### src/rtl/mem_req_arbiter_pkg.sv
// Shared definitions for the IF/EXE memory request arbiter: owner tags,
// access size encodings and the default outstanding-request depth.
package mem_req_arbiter_pkg;

    typedef enum logic {
        OWNER_INST = 1'b0,
        OWNER_DATA = 1'b1
    } owner_e;

    localparam logic [1:0] SIZE_B = 2'd0;
    localparam logic [1:0] SIZE_H = 2'd1;
    localparam logic [1:0] SIZE_W = 2'd2;

    localparam int unsigned DEF_OUTSTANDING = 4;
    localparam int unsigned DEF_TAG_PTR_W   = $clog2(DEF_OUTSTANDING);

endpackage

### src/rtl/mem_req_arbiter_owner_tag_fifo.sv
// In-order FIFO of 1-bit owner tags, one entry per accepted-but-unanswered
// memory request; the head tag steers the next bus response.
module owner_tag_fifo
    import mem_req_arbiter_pkg::*;
#(
    parameter int unsigned DEPTH = DEF_OUTSTANDING,
    parameter int unsigned PTR_W = DEF_TAG_PTR_W
) (
    input  logic   clk,
    input  logic   reset,
    input  logic   i_push,
    input  owner_e i_tag,
    input  logic   i_pop,
    output logic   o_full,
    output logic   o_empty,
    output owner_e o_head
);

    owner_e           r_tags [DEPTH];
    logic [PTR_W-1:0] r_wr_ptr;
    logic [PTR_W-1:0] r_rd_ptr;
    logic [PTR_W:0]   r_count;

    logic w_do_push;
    logic w_do_pop;

    assign o_full    = (r_count == (PTR_W+1)'(DEPTH));
    assign o_empty   = (r_count == '0);
    assign o_head    = r_tags[r_rd_ptr];
    assign w_do_push = i_push & ~o_full;
    assign w_do_pop  = i_pop & ~o_empty;

    // DEPTH is a power of two, so pointer wrap is plain binary rollover.
    always_ff @(posedge clk) begin
        if (reset) begin
            r_wr_ptr <= '0;
            r_rd_ptr <= '0;
            r_count  <= '0;
            for (int unsigned i = 0; i < DEPTH; i++) begin
                r_tags[i] <= OWNER_INST;
            end
        end else begin
            if (w_do_push) begin
                r_tags[r_wr_ptr] <= i_tag;
                r_wr_ptr         <= r_wr_ptr + 1'b1;
            end
            if (w_do_pop) begin
                r_rd_ptr <= r_rd_ptr + 1'b1;
            end
            case ({w_do_push, w_do_pop})
                2'b10:   r_count <= r_count + 1'b1;
                2'b01:   r_count <= r_count - 1'b1;
                default: r_count <= r_count;
            endcase
        end
    end

endmodule

### src/rtl/mem_req_arbiter.sv
// Shares one sram-like port between IF (inst) and EXE (data) requesters.
// Define MEM_ARB_RR_EN for round-robin on contention (default: DATA priority).
module mem_req_arbiter
    import mem_req_arbiter_pkg::*;
#(
    parameter int unsigned OUTSTANDING = DEF_OUTSTANDING,
    parameter int unsigned TAG_PTR_W   = DEF_TAG_PTR_W
) (
    input  logic        clk,
    input  logic        reset,

    input  logic        inst_sram_req,
    input  logic [1:0]  inst_sram_size,
    input  logic [31:0] inst_sram_addr,
    output logic        inst_sram_addr_ok,
    output logic        inst_sram_data_ok,
    output logic [31:0] inst_sram_rdata,

    input  logic        data_sram_req,
    input  logic        data_sram_wr,
    input  logic [1:0]  data_sram_size,
    input  logic [3:0]  data_sram_wstrb,
    input  logic [31:0] data_sram_addr,
    input  logic [31:0] data_sram_wdata,
    output logic        data_sram_addr_ok,
    output logic        data_sram_data_ok,
    output logic [31:0] data_sram_rdata,

    output logic        bus_req,
    output logic        bus_wr,
    output logic [1:0]  bus_size,
    output logic [3:0]  bus_wstrb,
    output logic [31:0] bus_addr,
    output logic [31:0] bus_wdata,
    input  logic        bus_addr_ok,
    input  logic        bus_data_ok,
    input  logic [31:0] bus_rdata
);

    logic   r_lock;
    owner_e r_lock_owner;
`ifdef MEM_ARB_RR_EN
    owner_e r_rr_last;
`endif

    logic   w_full;
    logic   w_empty;
    owner_e w_head;
    logic   w_grant_vld;
    owner_e w_grant_owner;
    logic   w_accept;
    logic   w_pop;

    // Full uses the registered count, so a same-cycle pop never reopens the port.
    always_comb begin
        w_grant_vld   = 1'b0;
        w_grant_owner = OWNER_DATA;
        if (!reset && !w_full) begin
            if (r_lock) begin
                w_grant_owner = r_lock_owner;
                w_grant_vld   = (r_lock_owner == OWNER_DATA) ? data_sram_req : inst_sram_req;
            end else if (inst_sram_req && data_sram_req) begin
                w_grant_vld = 1'b1;
`ifdef MEM_ARB_RR_EN
                w_grant_owner = (r_rr_last == OWNER_INST) ? OWNER_DATA : OWNER_INST;
`else
                w_grant_owner = OWNER_DATA;
`endif
            end else if (data_sram_req) begin
                w_grant_vld   = 1'b1;
                w_grant_owner = OWNER_DATA;
            end else if (inst_sram_req) begin
                w_grant_vld   = 1'b1;
                w_grant_owner = OWNER_INST;
            end
        end
    end

    always_comb begin
        bus_req   = w_grant_vld;
        bus_wr    = 1'b0;
        bus_size  = '0;
        bus_wstrb = '0;
        bus_addr  = '0;
        bus_wdata = '0;
        if (w_grant_vld) begin
            if (w_grant_owner == OWNER_DATA) begin
                bus_wr    = data_sram_wr;
                bus_size  = data_sram_size;
                bus_wstrb = data_sram_wstrb;
                bus_addr  = data_sram_addr;
                bus_wdata = data_sram_wdata;
            end else begin
                bus_size  = inst_sram_size;
                bus_addr  = inst_sram_addr;
            end
        end
    end

    assign w_accept          = bus_req & bus_addr_ok;
    assign inst_sram_addr_ok = w_accept & (w_grant_owner == OWNER_INST);
    assign data_sram_addr_ok = w_accept & (w_grant_owner == OWNER_DATA);

    // A response with nothing outstanding is dropped rather than popped.
    assign w_pop             = bus_data_ok & ~w_empty & ~reset;
    assign inst_sram_data_ok = w_pop & (w_head == OWNER_INST);
    assign data_sram_data_ok = w_pop & (w_head == OWNER_DATA);
    assign inst_sram_rdata   = inst_sram_data_ok ? bus_rdata : '0;
    assign data_sram_rdata   = data_sram_data_ok ? bus_rdata : '0;

    owner_tag_fifo #(
        .DEPTH (OUTSTANDING),
        .PTR_W (TAG_PTR_W)
    ) u_owner_tag_fifo (
        .clk     (clk),
        .reset   (reset),
        .i_push  (w_accept),
        .i_tag   (w_grant_owner),
        .i_pop   (w_pop),
        .o_full  (w_full),
        .o_empty (w_empty),
        .o_head  (w_head)
    );

    always_ff @(posedge clk) begin
        if (reset) begin
            r_lock       <= 1'b0;
            r_lock_owner <= OWNER_DATA;
        end else if (bus_req) begin
            if (bus_addr_ok) begin
                r_lock <= 1'b0;
            end else begin
                r_lock       <= 1'b1;
                r_lock_owner <= w_grant_owner;
            end
        end
    end

`ifdef MEM_ARB_RR_EN
    always_ff @(posedge clk) begin
        if (reset) begin
            r_rr_last <= OWNER_INST;
        end else if (w_accept) begin
            r_rr_last <= w_grant_owner;
        end
    end
`endif

`ifdef MEM_ARB_PROTOCOL_CHECKS
    a_no_stray_response: assert property (@(posedge clk) disable iff (reset)
        !(bus_data_ok && w_empty));
`endif

endmodule

### config.mk
export PLATFORM = sky130hd
export DESIGN_NAME = mem_req_arbiter
export DESIGN_NICKNAME = d
export VERILOG_FILES = /design/src/rtl/mem_req_arbiter_pkg.sv /design/src/rtl/mem_req_arbiter_owner_tag_fifo.sv /design/src/rtl/mem_req_arbiter.sv
export SDC_FILE = /design/constraint.sdc
export NUM_CORES = 1
export LEC_CHECK = 0
export BUFFER_PORTS_ARGS = -buffer_cell sky130_fd_sc_hd__buf_2
export CORE_AREA = 2 2 110 112
export DETAILED_ROUTE_END_ITERATION = 8
export DIE_AREA = 0 0 112 114
export GPL_TIMING_DRIVEN = 0
export PLACE_DENSITY = 0.61
export SLEW_MARGIN = 5
export SYNTH_ARGS = -nofsm -noshare
export SYNTH_HDL_FRONTEND = slang
export SYNTH_SLANG_ARGS = --single-unit
### constraint.sdc
create_clock -name clk -period 2.3 [get_ports clk]
set_input_delay 0.46 -clock clk [delete_from_list [all_inputs] [get_ports clk]]
set_output_delay 0.46 -clock clk [all_outputs]
set_load 0.02 [all_outputs]
==> impl_metrics.csv <==
group,metric,value,unit
route,drt_iter0_markers,142,
synthesis,mappedNetlistArea,2270,um2
sta,clock.fmax,0.448,GHz
critical_path,type_of_the_setup_path_with_the_least_slack,"flop to output port",
synthesis,synth_adder_area_share,1.44,%
synthesis,yosys-top-cells-area,"and3_1, and2_1, dfxtp_1",
floorplanning,initial_core_util,19.3,%
sta,timing.slew.headroom,69.8,%
synthesis,syn_inst,332,
synthesis,synth_edf_count,4,
clock_tree,postCtsHoldBufs,0,
clock_tree,tritoncts,"done",
sta,report.final.setup_viol,0,
route,remaining_drc_errors,0,
synthesis,yosys.area_share.simple,45.1,%
route,wl_per_cell,13.2,um
critical_path,critical_path_arrival,1.77,ns
floorplanning,floorplan.die.height,114,um
pwr,power_switching_share,39.9,%
route,detail_route.wirelength,10200,um
route,post_drt_via_cell_ratio,4.57,
synthesis,synthXorXnorAreaFrac,0.773,%
pwr,p_comb_share,53.3,%
place,hpwl,8260,um
synthesis,synth_cell_types,46,
sta,setup_total_negative_slack,0,ns
finish,share_of_post_route_cells_with_drive_strength_above_1,56.7,%
finish,layout.filler_cells,1317,
clock_tree,ctsHtreeMaxLevel,1,
synthesis,yosys.area.top_type,"and3_1",
pwr,leakage,0.00257,uW
pwr,net_switching_power,556,uW
pwr,vdd.ir_drop.worst,0.198,mV
route,vias,3527,
grt,groute.usage.overall,13.9,%
clock_tree,cts_made_buffers,3,
pwr,cellPowerDensity,339,nW/um2
run_status,outcome,"finished, final reports clean",
grt,antenna_found_initial,0,
synthesis,synth.most_common_cell,"and3_1",
floorplanning,die_area,12800,um2
place,gp_congestion,0.834,
grt,grt_overflow,0,
synthesis,synth-warning-count,0,
finish,finalNetCount,770,
critical_path,worst_r2r_startpoint,"r_lock_owner$_SDFFE_PP1P_",
sta,worst_slew_pin_slew,0.452,ns
pwr,post-layout-total-power,1400,uW
sta,slew_viol_final,0,
critical_path,critical_path.startpoint,"u_owner_tag_fifo.r_count[1]$_SDFFE_PP0P_",
pwr,sequentialPowerShare,22.3,%
place,port_buf_inserts,281,
synthesis,synth_top_area_share,17.7,%
grt,grt_pass1_wl,15100,um
synthesis,synth-seq-cells,15,
sta,period_share,97.0,%
pwr,internal_power,839,uW
job,max_cap_viol_count,0,
sta,hold_violations,0,
sta,period_minus_slack,2.23,ns
synthesis,synth_top_flop_cell,"dfxtp_1",
clock_tree,clock_insertion_delay_worst_skew,0.25,ns
clock_tree,max-clock-path-buffers,2,
clock_tree,clk_pin_slew_worst_paths,0.05,ns
pwr,clock_power_share,24.4,%
critical_path,start_kind,"flop",
critical_path,crit_path_capture_type,"output port",
route,final_antenna_violating_net_count,0,
synthesis,asyncSetResetFlopFracSynth,0,%
worst_hold_path,hold_path_start,"u_owner_tag_fifo.r_rd_ptr[1]$_SDFFE_PP0P_",
clock_tree,clock-root-buffer,"clkbuf_16",
floorplanning,die_width,112,um
sta,clock-skew-final,0.000895,ns
route,dr.pass1.iters,4,
synthesis,post_synth_mux_area_share,4.20,%
critical_path,required,1.84,ns
finish,seqCellArea,347,um2
sta,grt_setup_unrepaired,"yes",
finish,ant_diodes,0,
finish,multi_input_comb_area,1760,um2
floorplanning,area_of_the_core,11700,um2
floorplanning,io_pins,283,
synthesis,netlist_top_cells_count,"and3_1, and2_1, a21oi_1",
floorplanning,floorplan.rows,40,
synthesis,syn_nets,477,
finish,area_growth,81.7,%
synthesis,syn_avg_cell_area,6.83,um2
synthesis,combinational_family_with_the_most_area_after_synthesis,"simple AND/OR/NAND/NOR gates",
grt,grt_max_degree,11,
critical_path,crit_path_max_fanout,10,
grt,via_count_of_the_first_global_routing_pass,3070,
synthesis,ys_seq_area_share,15.0,%
synthesis,synth-compound-area-share,22.5,%
worst_hold_path,hold_path.class,"flop to flop",
clock_tree,clk_sinks,15,
==> kinds of logic (layout without fill, tap and decap cells) <==
group / Yosys count / in the layout
AOI/OAI and AO/OA: 89 / 89
xor gates and xnor gates: 2 / 2
adders and majority gates: 2 / 2
buffers and inverters: 46 / 338
DFF: 15 / 15
muxes: 9 / 9
and+or+nand+nor: 169 / 169
==> repair_timing <==
action	CTS	global route
buffers inserted	3	4
pin swaps	1	2
gates resized for setup	18	32
setup endpoints to repair	65	123
==> metal layers <==
metal  part of all wire, %  vias to the layer above  GRT usage (%)  routed length [um]
met5                     0                        -              0                   0
met4                  0.92                        0           2.76                  93
met3                   7.0                        8           1.81                 708
met2                    50                      146           23.2                5040
met1                    42                     1595           19.3                4320
li1                      -                     1778              -                   -
==> path summary, 6_finish.rpt <==
| kind | end | depth (start not counted) | slack [ns] |
|---|---|---|---|
| worst max-delay path | bus_wdata[9] | 5 | 0.07 |
| worst min-delay path | u_owner_tag_fifo.r_rd_ptr[1]$_SDFFE_PP0P_ | 1 | 0.48 |
| worst max register to register | u_owner_tag_fifo.r_count[2]$_SDFFE_PP0P_ | 9 | 0.13 |
| worst min register to register | u_owner_tag_fifo.r_rd_ptr[1]$_SDFFE_PP0P_ | 1 | 0.48 |
==> stage by stage <==
step | cell area, um2 | instances | util, % | hold slack (ns) | setup WS (ns)
detailed placement | 3870 | 760 | 33.1 | 0.460 | -0.302
floorplan | 2280 | 332 | - | 0.434 | 0.0112
finish | 4120 | 771 | 35.2 | 0.475 | 0.0689
global route | 4120 | 771 | 35.2 | 0.487 | -0.0324
CTS | 4020 | 767 | 34.3 | 0.470 | -0.0496
global placement | 3870 | 760 | 33.1 | 0.457 | -0.297
==> placed cells by master (no fill, tap or decap), types with 4 or more instances in the layout <==
cell	count
a21oi_1	40
and2_1	41
and3_1	64
buf_2	288
buf_4	11
buf_6	9
clkbuf_2	15
dfxtp_1	8
edfxtp_1	4
inv_1	8
mux2_2	4
nand3_1	34
nor2_1	9
o21ai_0	35
==> final cells by class <==
type	count	share of cell area, %
Tap cell	147	4.47
Multi-Input combinational cell	271	42.8
Buffer	38	6.23
Clock buffer	3	1.82
Inverter	8	0.729
Timing Repair Buffer	288	35.4
Clock inverter	1	0.122
Sequential cell	15	8.42
==> power by group through the flow <==
stage | Sequential (uW) | Clock [uW] | Combinational, uW
2_1_floorplan | 307 | 0 | 419
3_3_place_gp | 310 | 0 | 705
3_5_place_dp | 310 | 0 | 704
4_1_cts | 306 | 347 | 727
5_1_grt | 312 | 358 | 814
6_report | 311 | 341 | 744
==> critical path, stage by stage (launching register included) <==
cell	delay (ns)
dfxtp_1	0.38
or3b_4	0.44
and4_4	0.24
buf_6	0.14
and2_1	0.17
buf_2	0.16
Power figures use the tool's default switching activity.
